[config.mk]
export PLATFORM = sky130hd
export DESIGN_NAME = html_tokenizer_flat
export DESIGN_NICKNAME = d
export VERILOG_FILES = /design/src/rtl/html_tokenizer_if.sv /design/src/rtl/html_tokenizer.sv /design/src/flat_wrapper.sv
export SDC_FILE = /design/constraint.sdc
export NUM_CORES = 1
export LEC_CHECK = 0
export CORE_ASPECT_RATIO = 0.5
export CORE_UTILIZATION = 45
export DETAILED_ROUTE_END_ITERATION = 16
export HOLD_SLACK_MARGIN = 0.06
export PLACE_DENSITY = 0.65
export SYNTH_ARGS = -nofsm -noshare
export SYNTH_HDL_FRONTEND = slang
export SYNTH_SLANG_ARGS = --single-unit
[constraint.sdc]
create_clock -name clock -period 4.45 [get_ports clock]
set_clock_uncertainty 0.15 [all_clocks]
set_input_delay 0.89 -clock clock [delete_from_list [all_inputs] [get_ports clock]]
set_output_delay 0.89 -clock clock [all_outputs]
set_load 0.02 [all_outputs]
[src/rtl/html_tokenizer_if.sv]
// Character-in / token-out channel of the HTML tokenizer.
// The tokenizer is the master; the reader/consumer side is the slave.
interface html_tokenizer_if #(
    parameter int MAX_NAME = 8
);
    logic [7:0]            in_char;
    logic                  in_finished;
    logic                  in_pause;
    logic                  token_valid;
    logic                  token_ready;
    logic [1:0]            token_type;
    logic [7:0]            token_char;
    logic [8*MAX_NAME-1:0] token_name;
    logic [3:0]            token_len;

    modport master (
        input  in_char, in_finished, token_ready,
        output in_pause, token_valid, token_type, token_char, token_name, token_len
    );

    modport slave (
        output in_char, in_finished, token_ready,
        input  in_pause, token_valid, token_type, token_char, token_name, token_len
    );
endinterface

[src/rtl/html_tokenizer.sv]
// Streaming HTML tokenizer: turns a character stream into TEXT/START/END/EOF
// tokens held in a single-entry output slot with valid/ready handshake.
module html_tokenizer #(
    parameter int MAX_NAME = 8
) (
    input  logic           clock,
    input  logic           state_enable,
    html_tokenizer_if.master bus
);
    localparam int NW = 8 * MAX_NAME;
    localparam logic [1:0] TT_TEXT = 2'd0, TT_START = 2'd1, TT_END = 2'd2, TT_EOF = 2'd3;
    localparam logic [7:0] CH_LT = 8'h3C, CH_GT = 8'h3E, CH_SL = 8'h2F;

    typedef enum logic [2:0] {
        ST_DATA, ST_TAG_OPEN, ST_TAG_NAME, ST_END_OPEN,
        ST_END_NAME, ST_IN_TAG, ST_SKIP, ST_DONE
    } state_t;

    state_t          state_q, state_d;
    logic            valid_q, valid_d;
    logic [1:0]      type_q, type_d;
    logic [7:0]      char_q, char_d;
    logic [NW-1:0]   name_q, name_d;
    logic [3:0]      len_q, len_d;
    logic [NW-1:0]   buf_q, buf_d;
    logic [3:0]      blen_q, blen_d;
    logic            frozen_q, frozen_d;

    logic [7:0]      c, lc;
    logic            is_letter, is_digit, is_alnum, pause, take, eof;
    logic [NW-1:0]   buf_app;
    logic [3:0]      blen_app;
    logic            ld;
    logic [1:0]      ld_type;
    logic [7:0]      ld_char;

    always_comb begin
        c         = bus.in_char;
        is_letter = ((c >= 8'h41) && (c <= 8'h5A)) || ((c >= 8'h61) && (c <= 8'h7A));
        is_digit  = (c >= 8'h30) && (c <= 8'h39);
        is_alnum  = is_letter || is_digit;
        lc        = ((c >= 8'h41) && (c <= 8'h5A)) ? c + 8'h20 : c;
        pause     = (valid_q & ~bus.token_ready) | (state_q == ST_DONE);
        take      = ~pause & ~bus.in_finished & (c != 8'h00);
        eof       = ~pause & bus.in_finished;

        // Characters past MAX_NAME match no byte lane and are silently dropped.
        buf_app = buf_q;
        for (int i = 0; i < MAX_NAME; i++) begin
            if (blen_q == 4'(i)) buf_app[8*i +: 8] = lc;
        end
        blen_app = (blen_q < 4'(MAX_NAME)) ? blen_q + 4'd1 : blen_q;

        state_d  = state_q;
        valid_d  = valid_q & ~bus.token_ready;
        type_d   = type_q;
        char_d   = char_q;
        name_d   = name_q;
        len_d    = len_q;
        buf_d    = buf_q;
        blen_d   = blen_q;
        frozen_d = frozen_q;
        ld       = 1'b0;
        ld_type  = TT_TEXT;
        ld_char  = 8'h00;

        if (eof) begin
            ld      = 1'b1;
            ld_type = TT_EOF;
            state_d = ST_DONE;
            buf_d   = '0;
            blen_d  = '0;
        end else if (take) begin
            unique case (state_q)
                ST_DATA: begin
                    if (c == CH_LT) begin
                        state_d = ST_TAG_OPEN;
                        buf_d   = '0;
                        blen_d  = '0;
                    end else begin
                        ld      = 1'b1;
                        ld_char = c;
                    end
                end
                ST_TAG_OPEN: begin
                    if (c == CH_SL) begin
                        state_d = ST_END_OPEN;
                    end else if (is_letter) begin
                        state_d = ST_TAG_NAME;
                        buf_d   = buf_app;
                        blen_d  = blen_app;
                    end else begin
                        state_d = ST_SKIP;
                    end
                end
                ST_TAG_NAME: begin
                    if (is_alnum) begin
                        buf_d  = buf_app;
                        blen_d = blen_app;
                    end else if (c == CH_GT) begin
                        ld      = 1'b1;
                        ld_type = TT_START;
                        state_d = ST_DATA;
                    end else begin
                        state_d = ST_IN_TAG;
                    end
                end
                ST_IN_TAG: begin
                    if (c == CH_GT) begin
                        ld      = 1'b1;
                        ld_type = TT_START;
                        state_d = ST_DATA;
                    end
                end
                ST_END_OPEN: begin
                    if (is_letter) begin
                        state_d  = ST_END_NAME;
                        buf_d    = buf_app;
                        blen_d   = blen_app;
                        frozen_d = 1'b0;
                    end else if (c == CH_GT) begin
                        state_d = ST_DATA;
                    end else begin
                        state_d = ST_SKIP;
                    end
                end
                ST_END_NAME: begin
                    if (c == CH_GT) begin
                        ld      = 1'b1;
                        ld_type = TT_END;
                        state_d = ST_DATA;
                    end else if (!is_alnum) begin
                        frozen_d = 1'b1;
                    end else if (!frozen_q) begin
                        buf_d  = buf_app;
                        blen_d = blen_app;
                    end
                end
                ST_SKIP: begin
                    if (c == CH_GT) state_d = ST_DATA;
                end
                default: ;
            endcase
        end

        if (ld) begin
            valid_d = 1'b1;
            type_d  = ld_type;
            char_d  = ld_char;
            name_d  = ((ld_type == TT_START) || (ld_type == TT_END)) ? buf_q : '0;
            len_d   = ((ld_type == TT_START) || (ld_type == TT_END)) ? blen_q : 4'd0;
        end
    end

    always_ff @(posedge clock or negedge state_enable) begin
        if (!state_enable) begin
            state_q  <= ST_DATA;
            valid_q  <= 1'b0;
            type_q   <= TT_TEXT;
            char_q   <= 8'h00;
            name_q   <= '0;
            len_q    <= 4'd0;
            buf_q    <= '0;
            blen_q   <= 4'd0;
            frozen_q <= 1'b0;
        end else begin
            state_q  <= state_d;
            valid_q  <= valid_d;
            type_q   <= type_d;
            char_q   <= char_d;
            name_q   <= name_d;
            len_q    <= len_d;
            buf_q    <= buf_d;
            blen_q   <= blen_d;
            frozen_q <= frozen_d;
        end
    end

    assign bus.in_pause    = pause;
    assign bus.token_valid = valid_q;
    assign bus.token_type  = type_q;
    assign bus.token_char  = char_q;
    assign bus.token_name  = name_q;
    assign bus.token_len   = len_q;
endmodule

[src/flat_wrapper.sv]
// flat-port wrapper written by rule: the top's interface ports become plain ports
module html_tokenizer_flat 
#(
    parameter int MAX_NAME = 8
)
  (clock, state_enable, bus_in_char, bus_in_finished, bus_token_ready, bus_in_pause, bus_token_valid, bus_token_type, bus_token_char, bus_token_name, bus_token_len);
  html_tokenizer_if #(.MAX_NAME(MAX_NAME)) bus_i ();
  input  logic clock;
  input  logic state_enable;
  input wire logic [$bits(bus_i.in_char)-1:0] bus_in_char;
  input wire logic [$bits(bus_i.in_finished)-1:0] bus_in_finished;
  input wire logic [$bits(bus_i.token_ready)-1:0] bus_token_ready;
  output wire logic [$bits(bus_i.in_pause)-1:0] bus_in_pause;
  output wire logic [$bits(bus_i.token_valid)-1:0] bus_token_valid;
  output wire logic [$bits(bus_i.token_type)-1:0] bus_token_type;
  output wire logic [$bits(bus_i.token_char)-1:0] bus_token_char;
  output wire logic [$bits(bus_i.token_name)-1:0] bus_token_name;
  output wire logic [$bits(bus_i.token_len)-1:0] bus_token_len;
  assign bus_i.in_char = bus_in_char;
  assign bus_i.in_finished = bus_in_finished;
  assign bus_i.token_ready = bus_token_ready;
  assign bus_in_pause = bus_i.in_pause;
  assign bus_token_valid = bus_i.token_valid;
  assign bus_token_type = bus_i.token_type;
  assign bus_token_char = bus_i.token_char;
  assign bus_token_name = bus_i.token_name;
  assign bus_token_len = bus_i.token_len;
  html_tokenizer #(.MAX_NAME(MAX_NAME)) u_core (.clock(clock), .state_enable(state_enable), .bus(bus_i));
endmodule
==> results of run 1 <==
## per-layer routing
metal	GRT usage, %	wire, um	up-vias
met5	0	0	-
met4	5.77	149	0
met3	4.25	832	22
met2	33.4	7470	148
met1	34.0	8270	2565
li1	-	-	2343
## final timing paths
path,start,end,depth (start not counted)
worst min-delay path,u_core.buf_q[42]$_DFFE_PN0P_,u_core.bus.token_name[42]$_DFFE_PN0P_,1
min in group asynchronous,state_enable,u_core.bus.token_name[20]$_DFFE_PN0P_,1
worst max register to register,u_core.state_q[1]$_DFFE_PN0P_,u_core.buf_q[36]$_DFFE_PN0P_,6
worst max-delay path,bus_token_ready,bus_in_pause,4
max in group asynchronous,state_enable,u_core.bus.token_name[8]$_DFFE_PN0P_,2
worst min register to register,u_core.buf_q[42]$_DFFE_PN0P_,u_core.bus.token_name[42]$_DFFE_PN0P_,1
## power by group through the flow
stage	clock network (mW)	logic (mW)	registers [mW]
after floorplan	0	0.378	1.47
after global placement	0	0.501	1.48
after detailed placement	0	0.506	1.48
after CTS	1.52	0.508	1.46
after global routing	1.57	0.552	1.47
final	1.49	0.506	1.46
## flip-flops by register name, indices dropped and copies added (netlist names)
name / count
u_core.buf_q: 64
u_core.bus.token_valid: 1
u_core.bus.token_len: 4
u_core.bus.token_type: 2
u_core.bus.token_char: 8
u_core.bus.token_name: 64
u_core.blen_q: 4
u_core.frozen_q: 1
u_core.state_q: 3
## cells in the final DEF (no fill, tap or decap), types with 4 or more instances in the layout
master	instances
o21ai_2	6
buf_4	9
nor2_1	16
inv_1	13
nand2_1	103
clkdlybuf4s50_1	90
nand2b_1	5
mux2i_1	24
a21oi_4	8
nand3_1	18
a22o_1	77
ha_1	6
clkbuf_16	17
dfrtp_1	151
o22ai_1	41
a21oi_1	6
nor2b_1	4
nor3_2	7
## cell families (layout without fill, tap and decap cells)
group	count (synthesis)	after routing	share of synthesized area [%]
buffers and inverters	53	145	4.56
and+or+nand+nor	178	178	12.6
AOI/OAI and AO/OA	177	177	22.1
muxes	24	24	3.55
DFF	151	151	55.8
adders and majority gates	6	6	1.11
xor gates and xnor gates	2	2	0.259
## final cells by class
| cell class | count | share of cell area [%] |
|---|---|---|
| clock inverter | 13 | 2.03 |
| inverter | 13 | 0.583 |
| timing repair buffer | 100 | 11.7 |
| multi-input combinational | 387 | 32.4 |
| clock buffer | 19 | 5.17 |
| sequential | 151 | 45.1 |
| tap | 198 | 2.96 |
## stage by stage
stage	power [mW]	area (sq um)
finish	3.46	8370
global route	3.59	8370
CTS	3.48	8370
detailed placement	1.99	7770
global placement	1.98	7770
floorplan	1.85	6770
==> summary.txt, run 1 <==
status -> finished clean
Yosys warnings -> 0
Cells after Synth -> 591
P per Cell Area -> 413 mW/mm^2
Max Buffers Root-to-Sink -> 2
Clk pwr share -> 43.1%
Clk pin slew, worst setup/hold paths -> 0.06 ns
syn_nets -> 609
initial antenna violation count -> 0
CP cell instances -> clkdlybuf4s50_1, nand2b_1, nand2_1, clkdlybuf4s50_1
Switching Share -> 29.5%
CP Buf/Inv Count -> 2
# DRC -> 0
P_sw -> 1.02 mW
area of the multi-input gates -> 0.00272 sq mm
PostCTS Resize Cnt -> 0
Tightest Pin Transition -> 1.01 ns
RSZ-0062 raised after global routing -> no
max_slew headroom -> 32.9%
Internal Power -> 2.44 mW
synthesized area per cell -> 11.5 sq um
first-pass GRT wire length -> 26.9 mm
Num CTS Buffers -> 17
worst setup margin -> 0.971 ns
Die Y -> 88.7 um
Max Clk Rate -> 287 MHz
slowest CP cell -> clkdlybuf4s50_1
# rows -> 31
NumNets Final -> 688
DPL Wire Length -> 10.8 mm
WL final -> 16.7 mm
Area Overhead vs Synth -> 23.7%
ys async rst share -> 100%
vias in the first global route -> 4777
grt ovf -> 0
Avg WL per Cell -> 19.0 um
layout cells sized above 1 -> 11.7%
Synth top cells by count -> 151 x dfrtp_1, 103 x nand2_1, 77 x a22o_1
Worst Setup End Kind -> output port
hold_ws -> 0.336 ns
post-synth top area share -> 55.8%
setup bufs post-CTS -> 0
pre-CTS setup slack -> 0.793 ns
root buffer cell -> clkbuf_16
sequential area share after synthesis -> 55.8%
synth top area cells -> dfrtp_1 56%, a22o_1 10%, nand2_1 5.7%
#FFs+latches synth -> 151
pin count of the biggest net entering global routing -> 105
TritonRoute pass-1 iters -> 5
Die Span X -> 175 um
Filler cells -> 1279
CP max stage delay -> 0.66 ns
LEAKAGE -> 3.54 nW
max-slew violation count -> 0
Post-Syn Area -> 0.00677 sq mm
Storage cell area -> 0.00378 sq mm
placed cell count -> 849
Max Cap Viol -> 0
cell mode on critical path -> clkdlybuf4s50_1
Worst Path Max Fanout -> 7
Detail Route Antenna Nets -> 0
most common cell in the netlist -> dfrtp_1
Cell variety after synth -> 61
vias per std cell -> 5.76
Period Utilization, post-route -> 78.2%
GPL Wtd Cong -> 0.955
port bufs -> 91
Gate power share -> 14.6%
number of vias in the routed layout -> 5078
initial core utilization -> 46.4%
Finished Core Util -> 57.4%
HP Class -> flop to flop
Total Routing Usage GR -> 22.5%
DRT iter0 DRCs -> 478
cts hold-fix bufs -> 0
Setup TNS -> 0 ns
Crit path max-delay family -> buffers and inverters
reg-to-reg slack, setup -> 1.75 ns
Hold Vio Cnt, Final -> 0
CTS tree -> built
worst-skew pair later-pin latency -> 0.42 ns
CTS H-tree lvls -> 4
final cell count without fillers -> 881
sequential power share -> 42.3%
Top-Level Pins -> 92
Worst EP arrival -> 2.44 ns
crit path kind -> primary input to output port
leading area contributor after synthesis -> dfrtp_1
Die Footprint -> 0.0156 sq mm
Tmin final -> 3.48 ns
core footprint -> 0.0146 sq mm
diode count -> 0
number of flops mapped to enable cells by yosys -> 0
Critical Path Source Type -> primary input
worst IR drop on VDD -> 243 uV
critical path required time -> 3.41 ns
Sink Count -> 151
endpoints failing setup -> 0
Primary FF master, synth -> dfrtp_1
(Power assumes the default switching activity.)
==> run 2, diff against run 1 <==
- clock period: 4.45 -> 3.4 ns (I/O delays scaled with it)
==> run 2 against run 1 <==
Net effect: total power is 33% higher; cell area is 3.5% higher; sequential share of layout area is 1.5 points lower; final cell count is 2.8% higher; largest power group unchanged; highest routed layer unchanged.
==> summary.txt, run 2 (synthesis gave the netlist of run 1 again) <==
status -> finished clean
LEAKAGE -> 3.70 nW
Sink Count -> 151
worst flop-to-flop path endpoint -> u_core.buf_q[47]$_DFFE_PN0P_
r2r worst-path depth -> 6
Num CTS Buffers -> 17
max-slew violation count -> 0
worst IR drop on VDD -> 299 uV
Filler cells -> 1230
Gate power share -> 16.7%
Placed Area -> 0.00806 sq mm
Clk pwr share -> 42.1%
vias in the first global route -> 5080
GPL Wtd Cong -> 0.855
CTS tree -> built
vias per std cell -> 5.76
Critical Path Source Type -> flop
number of vias in the routed layout -> 5221
WL final -> 17.4 mm
Area Overhead vs Synth -> 28.0%
initial core utilization -> 46.4%
Die Y -> 88.7 um
hold_ws -> 0.114 ns
Top-Level Pins -> 92
Internal Power -> 3.21 mW
reg2reg start -> u_core.state_q[1]$_DFFE_PN0P_
# rows -> 31
Switching Share -> 30.2%
core footprint -> 0.0146 sq mm
first-pass GRT wire length -> 28.3 mm
crit path kind -> flop to output port
Clk pin slew, worst setup/hold paths -> 0.07 ns
grt ovf -> 0
Tot Pwr -> 4.60 mW
Detail Route Antenna Nets -> 0
Tmin final -> 3.09 ns
area of the multi-input gates -> 0.00272 sq mm
Max Clk Rate -> 324 MHz
Total Routing Usage GR -> 23.9%
Worst Path Max Fanout -> 12
TritonRoute pass-1 iters -> 5
Die Span X -> 175 um
Tightest Pin Transition -> 0.816 ns
Period Utilization, post-route -> 90.8%
Max Buffers Root-to-Sink -> 2
P per Cell Area -> 530 mW/mm^2
initial antenna violation count -> 0
cts hold-fix bufs -> 0
P_sw -> 1.39 mW
placed cell count -> 874
Avg WL per Cell -> 19.2 um
post-route cell area -> 0.00866 sq mm
max_slew headroom -> 45.6%
worst-skew pair later-pin latency -> 0.42 ns
HP Class -> primary input to asynchronous set/reset pin
commonest non-fill, non-tap cell in the layout -> dfrtp_1
diode count -> 0
CTS H-tree lvls -> 4
layout cells sized above 1 -> 15.0%
root buffer cell -> clkbuf_16
DPL Wire Length -> 11.4 mm
Worst Setup End Kind -> output port
Setup TNS -> 0 ns
sequential power share -> 41.2%
Storage cell area -> 0.00378 sq mm
Max Cap Viol -> 0
final cell count without fillers -> 906
NumNets Final -> 713
PostCTS Resize Cnt -> 0
DRT iter0 DRCs -> 479
reg-to-reg slack, setup -> 0.71 ns
port bufs -> 91
Worst EP arrival -> 2.26 ns
# DRC -> 0
Hold Vio Cnt, Final -> 0
endpoints failing setup -> 0
Die Footprint -> 0.0156 sq mm
setup bufs post-CTS -> 0
pin count of the biggest net entering global routing -> 73
RSZ-0062 raised after global routing -> no
commonest non-fill, non-tap cells in the layout -> 151 x dfrtp_1, 103 x nand2_1, 90 x clkdlybuf4s50_1, 77 x a22o_1, 41 x o22ai_1
critical path required time -> 2.57 ns
[run 2: cell count changes in the layout (fill, tap and decap cells not counted)]
cell,change
inv_8,+2
clkinv_2,-2
buf_4,+17
buf_12,+8
clkbuf_8,+1
clkbuf_1,-1
inv_6,+1
bufinv_16,-1
[run 2: metal layers]
metal  vias up  track usage, %  part of all wire (%)
li1       2389               -                     -
met1      2619            35.0                    48
met2       191            36.3                    45
met3        22            4.94                   6.1
met4         0            6.25                   1.2
met5         -               0                     0
[run 2: area by class of cell]
class                   count  share of cell area, %
multi-input cells         387                   31.4
flip-flops and latches    151                   43.6
well taps                 198                   2.86
clock inverters            13                   1.86
clock buffers              19                   5.11
repair buffers            125                   14.6
inverters                  13                  0.563
[run 2: power by group through the flow]
stage                     registers [mW]  logic [mW]  clock network [mW]
after floorplan                     1.93       0.495                   0
after global placement              1.92       0.755                   0
after detailed placement            1.92       0.762                   0
after CTS                           1.89       0.764                1.96
after global routing                1.90       0.835                2.04
final                               1.89       0.769                1.93
[run 2: per-stage QoR]
stage | util (%) | setup slack, ns
2_1_floorplan | - | 0.871
3_3_place_gp | 55.3 | 0.0505
3_5_place_dp | 55.3 | 0.0269
4_1_cts | 59.4 | 0.321
5_1_grt | 59.4 | 0.173
6_report | 59.4 | 0.314
[run 2: critical path, cell delays in order, from the launching register on]
cell	delay, ns
dfrtp_1	0.60
nand3_1	0.25
nand2_1	0.32
clkdlybuf4s50_1	0.66
[run 2: worst max path at each step]
stage	start	end	slack, ns	depth (start not counted)
2_1_floorplan	bus_in_char[1]	u_core.buf_q[38]$_DFFE_PN0P_	0.87	8
3_3_place_gp	bus_in_char[5]	u_core.buf_q[1]$_DFFE_PN0P_	0.05	7
3_5_place_dp	bus_in_char[7]	u_core.buf_q[2]$_DFFE_PN0P_	0.03	8
4_1_cts	bus_token_ready	bus_in_pause	0.32	4
5_1_grt	u_core.state_q[1]$_DFFE_PN0P_	bus_in_pause	0.17	3
6_report	u_core.state_q[1]$_DFFE_PN0P_	bus_in_pause	0.31	3
